===== config.mk =====
export PLATFORM = sky130hd
export DESIGN_NAME = psum_collector
export DESIGN_NICKNAME = d
export VERILOG_FILES = /design/src/rtl/psum_collector.sv
export SDC_FILE = /design/constraint.sdc
export NUM_CORES = 1
export LEC_CHECK = 0
export ABC_CLOCK_PERIOD_IN_PS = 5800
export CORE_ASPECT_RATIO = 0.9
export CORE_UTILIZATION = 53
export DETAILED_ROUTE_END_ITERATION = 16
export PLACE_DENSITY_LB_ADDON = 0.15
export SYNTH_ARGS = -nofsm -noshare
export SYNTH_HDL_FRONTEND = slang
export SYNTH_SLANG_ARGS = --single-unit

===== constraint.sdc =====
create_clock -name iClk -period 5.8 [get_ports iClk]
set_input_delay 0.58 -clock iClk [delete_from_list [all_inputs] [get_ports iClk]]
set_output_delay 0.58 -clock iClk [all_outputs]
set_load 0.1 [all_outputs]

===== src/rtl/psum_collector.sv =====
// psum_collector: drain-side receiver for one PE-array column.
// After a Start pulse it waits Latency cycles, captures Num_out words from
// the bottom PE into a small FIFO, and presents them first-word-fall-through
// over a valid/ready handshake. Dropped captures raise a sticky Overflow.

module psum_collector #(
    parameter int Data_width = 32,
    parameter int Depth      = 16,
    parameter int Cnt_width  = 8
) (
    input  logic                      iClk,
    input  logic                      iRest_n,
    input  logic                      Start,
    input  logic [Cnt_width-1:0]      Latency,
    input  logic [Cnt_width-1:0]      Num_out,
    input  logic [Data_width-1:0]     Psum_f_pe,
    input  logic                      Out_ready,
    output logic                      Out_valid,
    output logic [Data_width-1:0]     Out_data,
    output logic                      Busy,
    output logic                      Done,
    output logic                      Overflow,
    output logic [$clog2(Depth):0]    Count
);

    localparam int Ptr_width = $clog2(Depth);
    localparam logic [Ptr_width:0] Full_count = (Ptr_width + 1)'(Depth);

    typedef enum logic [1:0] {
        S_IDLE,
        S_WAIT,
        S_CAPTURE,
        S_DONE
    } state_t;

    state_t                 state;
    state_t                 next_state;
    logic [Cnt_width-1:0]   wait_cnt;
    logic [Cnt_width-1:0]   cap_cnt;
    logic                   job_start;
    logic                   capture;

    logic [Data_width-1:0]  mem [Depth];
    logic [Ptr_width-1:0]   wr_ptr;
    logic [Ptr_width-1:0]   rd_ptr;
    logic [Ptr_width-1:0]   rd_ptr_next;
    logic [Ptr_width:0]     count_next;
    logic [Ptr_width:0]     after_read;
    logic                   rd;
    logic                   wr;

    // State register: reset always returns the job FSM to IDLE
    always_ff @(posedge iClk or negedge iRest_n) begin
        if (!iRest_n) begin
            state <= S_IDLE;
        end else begin
            state <= next_state;
        end
    end

    // Next-state logic: Start is only honoured in IDLE, so a running job cannot be restarted
    always_comb begin
        next_state = state;
        case (state)
            S_IDLE: begin
                if (Start) begin
                    if (Num_out == '0) begin
                        next_state = S_DONE;
                    end else if (Latency == '0) begin
                        next_state = S_CAPTURE;
                    end else begin
                        next_state = S_WAIT;
                    end
                end
            end
            S_WAIT: begin
                if (wait_cnt <= Cnt_width'(1)) begin
                    next_state = S_CAPTURE;
                end
            end
            S_CAPTURE: begin
                if (cap_cnt <= Cnt_width'(1)) begin
                    next_state = S_DONE;
                end
            end
            S_DONE: begin
                next_state = S_IDLE;
            end
            default: begin
                next_state = S_IDLE;
            end
        endcase
    end

    // Output decode of the registered state
    always_comb begin
        job_start = (state == S_IDLE) && Start;
        capture   = (state == S_CAPTURE);
        Busy      = (state != S_IDLE);
        Done      = (state == S_DONE);
    end

    // Job counters: loaded on an accepted Start, counted down while waiting / capturing
    always_ff @(posedge iClk or negedge iRest_n) begin
        if (!iRest_n) begin
            wait_cnt <= '0;
            cap_cnt  <= '0;
        end else if (job_start) begin
            wait_cnt <= Latency;
            cap_cnt  <= Num_out;
        end else begin
            if (state == S_WAIT) begin
                wait_cnt <= wait_cnt - 1'b1;
            end
            if (capture) begin
                cap_cnt <= cap_cnt - 1'b1;
            end
        end
    end

    // FIFO control: a full FIFO still accepts a write when a read frees a slot in the same cycle
    always_comb begin
        rd          = Out_valid && Out_ready;
        wr          = capture && ((Count != Full_count) || rd);
        rd_ptr_next = rd ? rd_ptr + 1'b1 : rd_ptr;
        after_read  = Count - (Ptr_width + 1)'(rd);
        count_next  = Count;
        if (wr && !rd) begin
            count_next = Count + 1'b1;
        end else if (!wr && rd) begin
            count_next = Count - 1'b1;
        end
    end

    assign Out_valid = (Count != '0);

    // FIFO storage: contents are not reset, only pointers and occupancy are
    always_ff @(posedge iClk) begin
        if (wr) begin
            mem[wr_ptr] <= Psum_f_pe;
        end
    end

    // Pointers and occupancy; pointers wrap naturally since Depth is a power of two
    always_ff @(posedge iClk or negedge iRest_n) begin
        if (!iRest_n) begin
            wr_ptr <= '0;
            rd_ptr <= '0;
            Count  <= '0;
        end else begin
            if (wr) begin
                wr_ptr <= wr_ptr + 1'b1;
            end
            rd_ptr <= rd_ptr_next;
            Count  <= count_next;
        end
    end

    // Registered head word: load the new head, or the incoming word when it becomes the head, else hold
    always_ff @(posedge iClk or negedge iRest_n) begin
        if (!iRest_n) begin
            Out_data <= '0;
        end else if (after_read == '0) begin
            if (wr) begin
                Out_data <= Psum_f_pe;
            end
        end else begin
            Out_data <= mem[rd_ptr_next];
        end
    end

    // Sticky drop flag, cleared only when a new job is accepted
    always_ff @(posedge iClk or negedge iRest_n) begin
        if (!iRest_n) begin
            Overflow <= 1'b0;
        end else if (job_start) begin
            Overflow <= 1'b0;
        end else if (capture && !wr) begin
            Overflow <= 1'b1;
        end
    end

endmodule


### After elaboration in Yosys (flattened, before gate mapping)

Memories as Yosys holds them, arrays and structs flattened.
Index checks and enable logic that the tools add are counted.
Widths: inputs -> output; s select.

* register bits: 64
* bits in writable memories: 512
* bits of input ports: 52
* memories kept: 1

* add/sub/neg operators: 7
* order comparisons: 2
* eq/ne operators: 8
* muxes and demuxes: 19
* reductions and logical operators: 20

Memory list
* mem: words 16, width 32, read ports 1, clocked after Yosys merged registers in 0, write ports 1, RTL line 43 `logic [Data_width-1:0] mem [Depth];`

Operators with widths (number)
* $mux 32: 2
* $mux 8: 4
* $le 8x1->1 const B: 2
* $logic_not 8->1: 2
* $sub 8x1->8 const B: 2
* $mux 2: 5
* $mux 5: 2
* $reduce_bool 2->1: 5
* $add 4x1->4 const B: 2
* $pmux 2 s4: 1
* $logic_and 1x1->1: 6
* $ne 2x2->1 const B: 3
* $add 5x1->5 const B: 1
* $logic_not 5->1: 1
* $ne 5x5->1 const B: 1
* $reduce_bool 5->1: 1
* $sub 5x1->5: 1
* $sub 5x1->5 const B: 1
* $eq 2x2->1 const B: 2
* $mux 1: 4
* $mux 4: 1
* $reduce_and 3->1: 1
* $eq 2x1->1 const B: 1
* $logic_not 1->1: 2
* 3 further kinds: 3

### Longest topological paths before layout

* depth after elaboration: 8
* depth in mapped cells: 14
* mapped depth without buffers: 12

### Least setup slack after synthesis

No wires, ideal clock.

* path type: register to register
* start: reg Count[2]
* end: mem mem[6][0], enable pin
* library setup time: 468 ps
* arrival time: 4518 ps
* slack: 814 ps
* stages on the path, launching flop included: 8
* period minus slack after synthesis: 4986 ps
* cells stage by stage: dfrtp_1 -> or2_1 -> buf_2 -> o41ai_4 -> inv_2 -> clkbuf_1 -> nand2_1 -> nor3b_1

* word-level cells in the longest chain between the ends: 6
* elaborated cells between the ends (all ways): 7
* classes of those cells: 1 x eq/ne; 2 x mux; 4 x reduce/logical

Ends and longest elaborated chain
* start: declaration: RTL line 23 `output logic [$clog2(Depth):0] Count`
* start signal: assignment: RTL line 155 `Count <= count_next;`
* $reduce_bool 5->1: RTL line 135 `assign Out_valid = (Count != '0);`
* $logic_and 1x1->1: RTL line 123 `rd = Out_valid && Out_ready;`
* $logic_or 1x1->1 *: RTL line 124 `wr = capture && ((Count != Full_count) || rd);`
* $logic_and 1x1->1 *: RTL line 124
* via wr: RTL line 50 `logic wr;`
* $mux 1 *: RTL line 139 `if (wr) begin`
* $mux 1 (implied by the code) *: RTL line 140 `mem[wr_ptr] <= Psum_f_pe;`
* end: declaration: RTL line 43

Mark *: on every way through the listed nets, which the timed path passes. The rest lies on a longest branch.

### Worst setup path after layout

* start: reg Count[2]
* end: reg Count[4]

* word-level cells in the longest chain between the ends: 7
* elaborated cells between the ends (all ways): 14
* classes of those cells: 2 x add/sub; 1 x eq/ne; 2 x mux; 9 x reduce/logical

Ends and longest elaborated chain
* branches (longest 7 deep; another with $sub 5x1->5)

Parallel ways; which one is timed is not known. The select of a mux whose other input is x is not followed.
A chain may end at the register's enable or synchronous reset.

==> impl_metrics.yaml <==
logic_synthesis:
  ys_types: 54
  synth_most_common_cell: "edfxtp_1"
  netlist_top_cells_count: "edfxtp_1, nand2_1, mux4_2"
  yosys.area.top_type: "edfxtp_1"
  yosysTopAreaCellShare_pct: 57.3
  ys_seq_area_share_pct: 63.2
  netlist_instances: 1655
  synth-seq-cells: 576
  yosys_most_used_dff: "edfxtp_1"
  ys_warn_count: 0
  async_flop_share_pct: 11.1
  synth_edf_count: 512
  syn_area_mm2: 0.0268
  syn_avg_cell_area_um2: 16.2
  synthTopCellsByArea: "edfxtp_1, mux4_2, dfrtp_1"
  syn_nets: 1728
sta:
  setup_violations: 0
  hold_violations: 0
  slew_headroom_pct: 22.2
  fin_crit_sh_pct: 69.8
  maxSlewViolCount: 0
  layout_min_cycle_time_ps: 4050
  worstMarginPinSlew_ps: 1170
  clock_skew_ps: 35.5
  max_freq_mhz: 247
  rsz0062_at_grt: "false"
  totalNegativeSetupSlack_ps: 0
floorplanning:
  fp.dieArea_mm2: 0.0515
  core_mm2: 0.0495
  start_util_pct: 54.2
  die_h_um: 215
  io_pins: 93
  die_w_um: 239
  core.rowCount: 77
drt:
  drcViolationCount: 0
  routed_wirelength_um: 65600
  vias: 15800
  drt-initial-drc-count: 1607
  drt_pre_antenna_iters: 5
  wire_per_inst_um: 27.0
  via_per_inst: 6.49
  ant_nets: 0
worst_setup_path:
  startpoint: "Count[2]"
  startpoint_type: "register"
  cp_common_cell: "ha_1"
  slowest_stage: "buf_4"
  worstReg2RegEnd: "Count[4]"
  rr_startpoint: "Count[2]"
  worstSetupPathDepth: 12
  crit_end: "Count[4]"
  reg2regPathDepth: 12
  critical_path.max_fanout: 35
  timing_worst_setup_path_type: "register to register"
  crit_chain: "or2_1 -> o41ai_4 -> buf_4 -> inv_2 -> ha_1 -> inv_1 -> ha_1 -> nor2b_1 -> o21a_1 -> or3_1 -> a21oi_1 -> xor2_1"
  cp.required_ps: 6340
  cpLargestDelayFamily: "buffers and inverters"
  crit_arrival_ps: 4590
  slowest_delay_ps: 560
  path_buf_inv: 3
  endpoint_kind: "register"
  ff2ff_setup_slack_ps: 1750
finish:
  layout.cells.non_filler: 2434
  fill_cells: 3660
  syn2layout_area_growth_pct: 12.8
  fin_util_pct: 61.1
  layout-drive-gt1-share_pct: 19.2
  diodes: 0
  fin_nets: 1791
run_status:
  status: "completed"
global_routing:
  gr-total-overflow: 0
  antenna_found_initial: 0
  track_usage_pct: 26.1
  grt_pass1_vias: 16200
  grt_pass1_wl_um: 100000
  grt_max_degree: 116
clock_network:
  path_clk_slew_ps: 60
  cts_sinks: 576
  cts_inserted_buffers: 57
  clockBufferDepth: 3
  cts_tree: "done"
  insertion_delay_ps: 640
  htree_levels: 2
  postCtsSetupRepairBufs: 0
  cts-root-buf: "clkbuf_16"
power_and_ir_drop:
  p_per_area_mw_per_mm2: 540
  leakage_nw: 10.2
  power_mw: 16.4
  ir_drop_mv: 0.405
placed_design:
  io_buffers: 92
  dp_hpwl_um: 36600
  place_congestion: 0.812
  dp.cells: 2329
hold_path:
  min_path_type: "primary input to asynchronous set/reset pin"
flow_run:
  cap_violations: 0
-- state kept, by name (all words and copies together) (netlist names) --
name	cells
Count	5
Out_data	32
Overflow	1
cap_cnt	8
mem	512
rd_ptr	4
state	2
wait_cnt	8
wr_ptr	4
-- cells in the final DEF (no fill, tap or decap), types with 6 or more instances in the layout --
master / count
o22a_1: 31
ha_1: 19
clkbuf_16: 57
xnor2_1: 20
buf_4: 31
clkinv_1: 11
nor4_1: 7
o2111ai_1: 33
mux2i_1: 94
o21ai_0: 57
edfxtp_1: 512
clkbuf_1: 17
nand3_1: 37
inv_1: 45
nand2_1: 235
a41o_1: 32
mux4_2: 194
dfrtp_1: 62
a32oi_1: 32
a21oi_1: 36
nor2_1: 9
nor3_1: 6
clkdlybuf4s50_1: 91
-- worst reg2reg max path, delay by kind of cell, from the launching register on --
kind / cells / cell delay, ps
flops: 1 / 480
fa+ha+maj: 2 / 650
compound gates: 3 / 710
simple gates: 3 / 890
xor+xnor: 1 / 150
buf+inv: 3 / 1120
-- worst min-delay path by stage --
stage	to	slack [ps]
final	Out_data[25]	430
after global routing	Out_data[25]	460
after CTS	Out_data[25]	400
after detailed placement	Overflow	510
after global placement	Overflow	500
after floorplan	Count[0]	280
-- logic make-up after synthesis --
| group | count (synthesis) | share of synthesized area, % |
|---|---|---|
| AOI/OAI and AO/OA | 244 | 6.96 |
| xor gates and xnor gates | 25 | 0.816 |
| adders and majority gates | 21 | 1.01 |
| buffers and inverters | 169 | 2.77 |
| DFF | 576 | 63.2 |
| muxes | 289 | 19.8 |
| and+or+nand+nor | 331 | 5.38 |
-- per-layer routing --
metal | vias up | wire length, µm | global-route usage [%]
li1 | 6805 | - | -
met1 | 8279 | 26900 | 36.9
met5 | - | 0 | 0
met3 | 105 | 5080 | 3.77
met2 | 605 | 32300 | 42.7
met4 | 0 | 1340 | 7.33
-- per-stage QoR --
step	setup WS [ps]	hold slack, ps	instance area, µm²
after detailed placement	1380	513	28400
after CTS	1780	403	30300
final	1750	434	30300
after global placement	1490	497	28400
after global routing	1540	456	30300
after floorplan	814	284	26800
-- layout make-up --
class	count	area, µm²	area share [%]
Sequential cell	576	17000	56.1
Inverter	47	179	0.591
Timing Repair Buffer	126	1210	4.01
Clock inverter	26	275	0.909
Tap cell	671	840	2.77
Multi-Input combinational cell	910	9230	30.5
Clock buffer	78	1550	5.11
-- where the power goes --
group	total [mW]	switching (mW)	leakage (nW)	internal, mW
combinational	7.26	4.31	3.96	2.95
clock	3.66	1.58	0.874	2.08
sequential	5.43	0.429	5.36	5.01
total	16.4	6.32	10.2	10.0
-- repair_timing --
item | in CTS | in global routing
hold buffers | 1 | 0
resized for setup | 0 | 0
hold endpoints to repair | 19 | 0
Power figures use the tool's default switching activity.
